===== config.mk =====
export PLATFORM = sky130hd
export DESIGN_NAME = led_ctrl_flat
export DESIGN_NICKNAME = d
export VERILOG_FILES = /design/src/rtl/led_ctrl_if.sv /design/src/rtl/led_ctrl.sv /design/src/flat_wrapper.sv
export SDC_FILE = /design/constraint.sdc
export NUM_CORES = 1
export LEC_CHECK = 0
export ABC_CLOCK_PERIOD_IN_PS = 2150
export BUFFER_PORTS_ARGS = -buffer_cell sky130_fd_sc_hd__buf_2
export CELL_PAD_IN_SITES_DETAIL_PLACEMENT = 1
export CELL_PAD_IN_SITES_GLOBAL_PLACEMENT = 2
export CORE_ASPECT_RATIO = 0.8
export CORE_MARGIN = 1
export CORE_UTILIZATION = 32
export DETAILED_ROUTE_END_ITERATION = 10
export PLACE_DENSITY = 0.83
export SYNTH_ARGS = -nofsm -noshare
export SYNTH_HDL_FRONTEND = slang
export SYNTH_SLANG_ARGS = --single-unit

===== constraint.sdc =====
create_clock -name clk -period 2.15 [get_ports clk]
set_input_delay 0.1075 -clock clk [delete_from_list [all_inputs] [get_ports clk]]
set_output_delay 0.1075 -clock clk [all_outputs]
set_load 0.05 [all_outputs]

===== src/rtl/led_ctrl_if.sv =====
// Data-memory bus slice seen by the LED peripheral: decoder select, strobes,
// write data, and the peripheral's ack/read-back response.
interface led_ctrl_if;
  logic        cs_led;
  logic        we;
  logic        re;
  logic [31:0] wdata;
  logic [31:0] rdata;
  logic        ack;

  modport master (output cs_led, output we, output re, output wdata,
                  input  rdata, input ack);
  modport slave  (input  cs_led, input we, input re, input wdata,
                  output rdata, output ack);
endinterface


===== src/rtl/led_ctrl.sv =====
// Memory-mapped LED peripheral: one control word (pattern/mask/half-period),
// a prescaled blink timer, and a two-state ack FSM on the data bus.
module led_ctrl #(
  parameter int TICK_DIV = 50000
) (
  input  logic       clk,
  input  logic       rst,
  led_ctrl_if.slave  bus,
  output logic [7:0] leds
);
  localparam int PW = $clog2(TICK_DIV);
  localparam logic [PW-1:0] PRE_MAX = PW'(TICK_DIV - 1);

  typedef enum logic {S_IDLE = 1'b0, S_ACK = 1'b1} state_e;

  state_e        state_q, state_d;
  logic [7:0]    pattern_q, pattern_d;
  logic [7:0]    mask_q, mask_d;
  logic [7:0]    half_q, half_d;
  logic [PW-1:0] pre_q, pre_d;
  logic [7:0]    per_q, per_d;
  logic          phase_q, phase_d;

  logic        req, wr_en, tick, ack_o;
  logic [31:0] rdata_o;
  logic        unused_wdata_hi;

  assign unused_wdata_hi = ^bus.wdata[31:24];
  assign req   = bus.cs_led & (bus.we | bus.re);
  assign wr_en = (state_q == S_IDLE) & req & bus.we;
  assign tick  = (half_q != 8'd0) && (pre_q == PRE_MAX);

  // FSM state register
  always_ff @(posedge clk or posedge rst) begin
    if (rst) state_q <= S_IDLE;
    else     state_q <= state_d;
  end

  // FSM next state: ACK always lasts one cycle, inputs ignored there
  always_comb begin
    state_d = state_q;
    case (state_q)
      S_IDLE:  if (req) state_d = S_ACK;
      S_ACK:   state_d = S_IDLE;
      default: state_d = S_IDLE;
    endcase
  end

  // FSM outputs; read-back is built from registered state only
  always_comb begin
    ack_o   = (state_q == S_ACK);
    rdata_o = '0;
    if (ack_o) rdata_o = {phase_q, 7'b0, half_q, mask_q, pattern_q};
  end

  assign bus.ack   = ack_o;
  assign bus.rdata = rdata_o;

  // Control word and blink timer; a write restarts the timer even on a tick
  always_comb begin
    pattern_d = pattern_q;
    mask_d    = mask_q;
    half_d    = half_q;
    pre_d     = pre_q;
    per_d     = per_q;
    phase_d   = phase_q;
    if (wr_en) begin
      pattern_d = bus.wdata[7:0];
      mask_d    = bus.wdata[15:8];
      half_d    = bus.wdata[23:16];
      pre_d     = '0;
      per_d     = 8'd0;
      phase_d   = 1'b0;
    end else if (half_q == 8'd0) begin
      pre_d   = '0;
      per_d   = 8'd0;
      phase_d = 1'b0;
    end else begin
      pre_d = tick ? '0 : pre_q + 1'b1;
      if (tick) begin
        if (per_q == half_q - 8'd1) begin
          per_d   = 8'd0;
          phase_d = ~phase_q;
        end else begin
          per_d = per_q + 8'd1;
        end
      end
    end
  end

  always_ff @(posedge clk or posedge rst) begin
    if (rst) begin
      pattern_q <= 8'd0;
      mask_q    <= 8'd0;
      half_q    <= 8'd0;
      pre_q     <= '0;
      per_q     <= 8'd0;
      phase_q   <= 1'b0;
    end else begin
      pattern_q <= pattern_d;
      mask_q    <= mask_d;
      half_q    <= half_d;
      pre_q     <= pre_d;
      per_q     <= per_d;
      phase_q   <= phase_d;
    end
  end

  assign leds = pattern_q & ~(mask_q & {8{phase_q}});
endmodule

===== src/flat_wrapper.sv =====
// flat-port wrapper written by rule: the top's interface ports become plain ports
module led_ctrl_flat 
#(
  parameter int TICK_DIV = 50000
)
  (clk, rst, leds, bus_cs_led, bus_we, bus_re, bus_wdata, bus_rdata, bus_ack);
  led_ctrl_if bus_i ();
  input  logic clk;
  input  logic rst;
  output logic [7:0] leds;
  input wire logic [$bits(bus_i.cs_led)-1:0] bus_cs_led;
  input wire logic [$bits(bus_i.we)-1:0] bus_we;
  input wire logic [$bits(bus_i.re)-1:0] bus_re;
  input wire logic [$bits(bus_i.wdata)-1:0] bus_wdata;
  output wire logic [$bits(bus_i.rdata)-1:0] bus_rdata;
  output wire logic [$bits(bus_i.ack)-1:0] bus_ack;
  assign bus_i.cs_led = bus_cs_led;
  assign bus_i.we = bus_we;
  assign bus_i.re = bus_re;
  assign bus_i.wdata = bus_wdata;
  assign bus_rdata = bus_i.rdata;
  assign bus_ack = bus_i.ack;
  led_ctrl #(.TICK_DIV(TICK_DIV)) u_core (.clk(clk), .rst(rst), .bus(bus_i), .leds(leds));
endmodule

==> reports/qor.txt <==
SETUP PATH
----------------------------------------------------------------------------------------------------
Critical path startpoint category                                                           register
Kind of critical path                                                                     reg -> reg
Required time at the worst-slack endpoint                                                    2390 ps
Nature of the critical path endpoint                                                        register
Worst reg-to-reg path cell count                                                                   6
R2r endpoint                                                                            u_core.per_q[5]
Internal reg-to-reg setup slack                                                               160 ps
Crit path launch                                                                        u_core.half_q[2]
Maximum fanout encountered on the critical timing path                                             9
Source of the worst register-to-register timing path                                    u_core.half_q[2]
Data arrival time of the critical path                                                       2240 ps

DIE
----------------------------------------------------------------------------------------------------
IO Count                                                                                          78
Overall die width                                                                             105 µm
Starting Density                                                                               33.8%
Die height                                                                                   84.7 µm
Total die area                                                                              8930 µm²
Site row count                                                                                    29
Placeable core area                                                                         8090 µm²

STA
----------------------------------------------------------------------------------------------------
Final setup vio count                                                                              0
Worst Hold Margin                                                                            25.4 ps
Unrepaired setup endpoints after global routing                                                false
Post-route worst setup slack                                                                  155 ps
Post-Route Setup TNS                                                                            0 ps
Maximum clock skew at final layout                                                           10.2 ps
Period minus WS final                                                                        1990 ps
Maximum frequency from static timing analysis                                              0.501 GHz
Number of pins exceeding their max-slew limit in the final report                                  0
Final clock period utilization by the worst path                                               92.8%
Final-report hold violation count                                                                  0
Headroom to the max-slew limit                                                                 65.7%
Worst-margin pin slew                                                                         514 ps

CLOCKING
----------------------------------------------------------------------------------------------------
Level count of the clock H-tree                                                                    2
Clock buffers created by TritonCTS                                                                 5
Clock tree from TritonCTS                                                                       done
CTS Root Buffer Type                                                                        clkbuf_8
# hold bufs at CTS                                                                                 1
Clock buffer depth                                                                                 2
Post-CTS setup buffer count                                                                        0
Clock-pin slew reported for the worst setup and hold paths after clock tree synthesis          90 ps
Number of resized instances in the post-cts repair step                                            0
Count of clock tree sinks                                                                         50
Clk_lat worst skew                                                                            310 ps

PWR
----------------------------------------------------------------------------------------------------
Peak ir drop on the vdd network                                                           0.000467 V
Final Power                                                                                  2.66 mW
Power density relative to cell area                                                       802 nW/µm²
Leakage power of the design                                                                  1.57 nW

ROUTE
----------------------------------------------------------------------------------------------------
Routed wirelength normalized by instance count                                               15.1 µm
First-pass iteration count of the detailed router                                                  4
Detail Route Antenna Nets                                                                          0
Routed via count                                                                                2115
DRC violation count after routing                                                                  0
Iteration-0 DRC Markers                                                                          101
Routed wire length                                                                           6610 µm
Vias per std cell                                                                               4.84

LAYOUT
----------------------------------------------------------------------------------------------------
Post-Route Utilization                                                                         40.9%
Inserted Diodes                                                                                    0
Growth of design area from synthesis to finish                                                 21.0%
Nets                                                                                             370
Layout fillers                                                                                   937
Share of cells above drive strength 1                                                          32.8%

SYNTH
----------------------------------------------------------------------------------------------------
Number of synthesized flops with an enable pin                                                     0
Syn_area_per_cell                                                                           10.5 µm²
Gate count after technology mapping                                                              260
Synth Register Bits                                                                               50
Mapped Area                                                                                 2740 µm²
Number of warnings reported in the yosys synthesis log                                             0
Synth async-reset ratio                                                                         100%
Post-synthesis sequential area ratio                                                           45.7%
Commonest register cell after synthesis                                                      dfrtp_1
Number of unique standard cell types used by synthesis                                            45

OUTCOME
----------------------------------------------------------------------------------------------------
Outcome                                                                                    completed

GLOBAL ROUTING
----------------------------------------------------------------------------------------------------
Met2 Use GR                                                                                    24.6%
Global-route wire length before repair                                                      11300 µm
Met1 GRT Util                                                                                  22.7%
GRT Max-Usage Layer                                                                             met2
Pin count of the biggest net entering global routing                                              29
Via count of the first global-routing pass                                                      2235
Global-route usage over all layers                                                             16.1%
Antenna violations before repair                                                                   0
Met3 routing resource usage after global routing                                               3.73%
Grt ovf                                                                                            0

WORST HOLD PATH
----------------------------------------------------------------------------------------------------
Worst Hold Depth                                                                                   2
Critical hold path startpoint                                                           bus_wdata[6]
Hold Path Class                                                                            in -> reg
Worst hold endpoint                                                                     u_core.pattern_q[6]

PLACE
----------------------------------------------------------------------------------------------------
Placer congestion estimate                                                                     0.775
Number of port buffers                                                                            62
Detail Placement HPWL                                                                        4900 µm
Post-placement worst setup slack                                                              183 ps

FLOW RUN
----------------------------------------------------------------------------------------------------
Number of max-cap violations                                                                       0

[routing by layer]
metal	vias to the layer above	wire length [µm]
li1	1021	-
met1	1042	3260
met2	47	2950
met3	5	313
met4	0	76
met5	-	0
[placed cells by master (no fill, tap or decap), types with 2 or more instances in the layout]
master     netlist  layout
a21boi_0         8       8
a21oi_1          3       3
and2_1          25      25
and3_1           6       6
and4_1           2       2
buf_2            3      62
buf_4            8       9
clkbuf_8         0       5
conb_1           1       7
dfrtp_1         50      50
ha_1             4       4
inv_1            8       7
mux2_2          24      24
nand2_1          8       8
nand3_1          5       5
nand3b_1         2       2
nand4_1          3       3
nand4b_1         2       2
nor2_1          25      25
nor2b_1          2       2
nor3_1           4       4
nor3b_1          2       2
o2111ai_1        5       5
o211ai_1         2       2
o21ai_0          4       4
o22ai_1          2       2
or3_1            3       3
xnor2_1         11      11
xor2_1          16      16
[sequential cells by signal, summed over array words and instances, names as in the netlist]
register	cells
u_core.bus.ack	1
u_core.half_q	8
u_core.mask_q	8
u_core.pattern_q	8
u_core.per_q	8
u_core.phase_q	1
u_core.pre_q	16
[cells by family after synthesis]
family / Yosys count / share of synthesized area [%]
compound gates: 31 / 8.37
xor+xnor: 27 / 8.64
fa+ha+maj: 4 / 1.83
buf+inv: 25 / 4.66
flops: 50 / 45.7
mux: 25 / 10.2
other cells: 1 / 0.137
simple gates: 97 / 20.4
[per-stage QoR]
stage | cells | area [µm²]
3_5_place_dp | 429 | 3190
6_report | 437 | 3310
5_1_grt | 437 | 3310
2_1_floorplan | 266 | 2760
3_3_place_gp | 429 | 3190
4_1_cts | 437 | 3310
[report_power, final]
part	internal [mW]	switching [mW]
registers	1.06	0.109
logic	0.287	0.533
clock network	0.343	0.326
total	1.69	0.968
[area by class of cell]
| class | instances | area [µm²] | area share [%] |
|---|---|---|---|
| multi-input combinational | 191 | 1380 | 41.7 |
| sequential | 50 | 1250 | 37.8 |
| timing repair buffer | 73 | 408 | 12.3 |
| tap | 108 | 135 | 4.08 |
| clock buffer | 5 | 68.8 | 2.08 |
| clock inverter | 2 | 38.8 | 1.17 |
| inverter | 8 | 30.0 | 0.907 |
[Yosys cell counts (3+ instances only)]
library cell | instances | area share [%]
nand2_1 | 8 | 1.1
nand3_1 | 5 | 0.91
nor2_1 | 25 | 3.4
or3_1 | 3 | 0.69
clkbuf_1 | 6 | 0.82
xnor2_1 | 11 | 3.5
mux2_2 | 24 | 9.9
buf_4 | 8 | 2.2
and3_1 | 6 | 1.4
buf_2 | 3 | 0.55
a21oi_1 | 3 | 0.55
ha_1 | 4 | 1.8
xor2_1 | 16 | 5.1
o2111ai_1 | 5 | 1.6
nand4_1 | 3 | 0.69
a21boi_0 | 8 | 2.2
o21ai_0 | 4 | 0.73
nor3_1 | 4 | 0.73
dfrtp_1 | 50 | 46
and2_1 | 25 | 5.7
inv_1 | 8 | 1.1
[critical path, stage by stage (launching register included)]
cell	delay, ps
dfrtp_1	500
or3_1	450
o311ai_1	290
and3_1	300
o31ai_2	100
buf_4	170
nor2_1	110
[how the worst max path moves through the flow]
stage / endpoint / slack, ps
after floorplan: u_core.per_q[7] / 230
after global placement: u_core.phase_q / 290
after detailed placement: u_core.per_q[5] / 180
after CTS: u_core.per_q[5] / 150
after global routing: u_core.per_q[2] / 6
final: u_core.per_q[5] / 160
(Power assumes the default switching activity.)
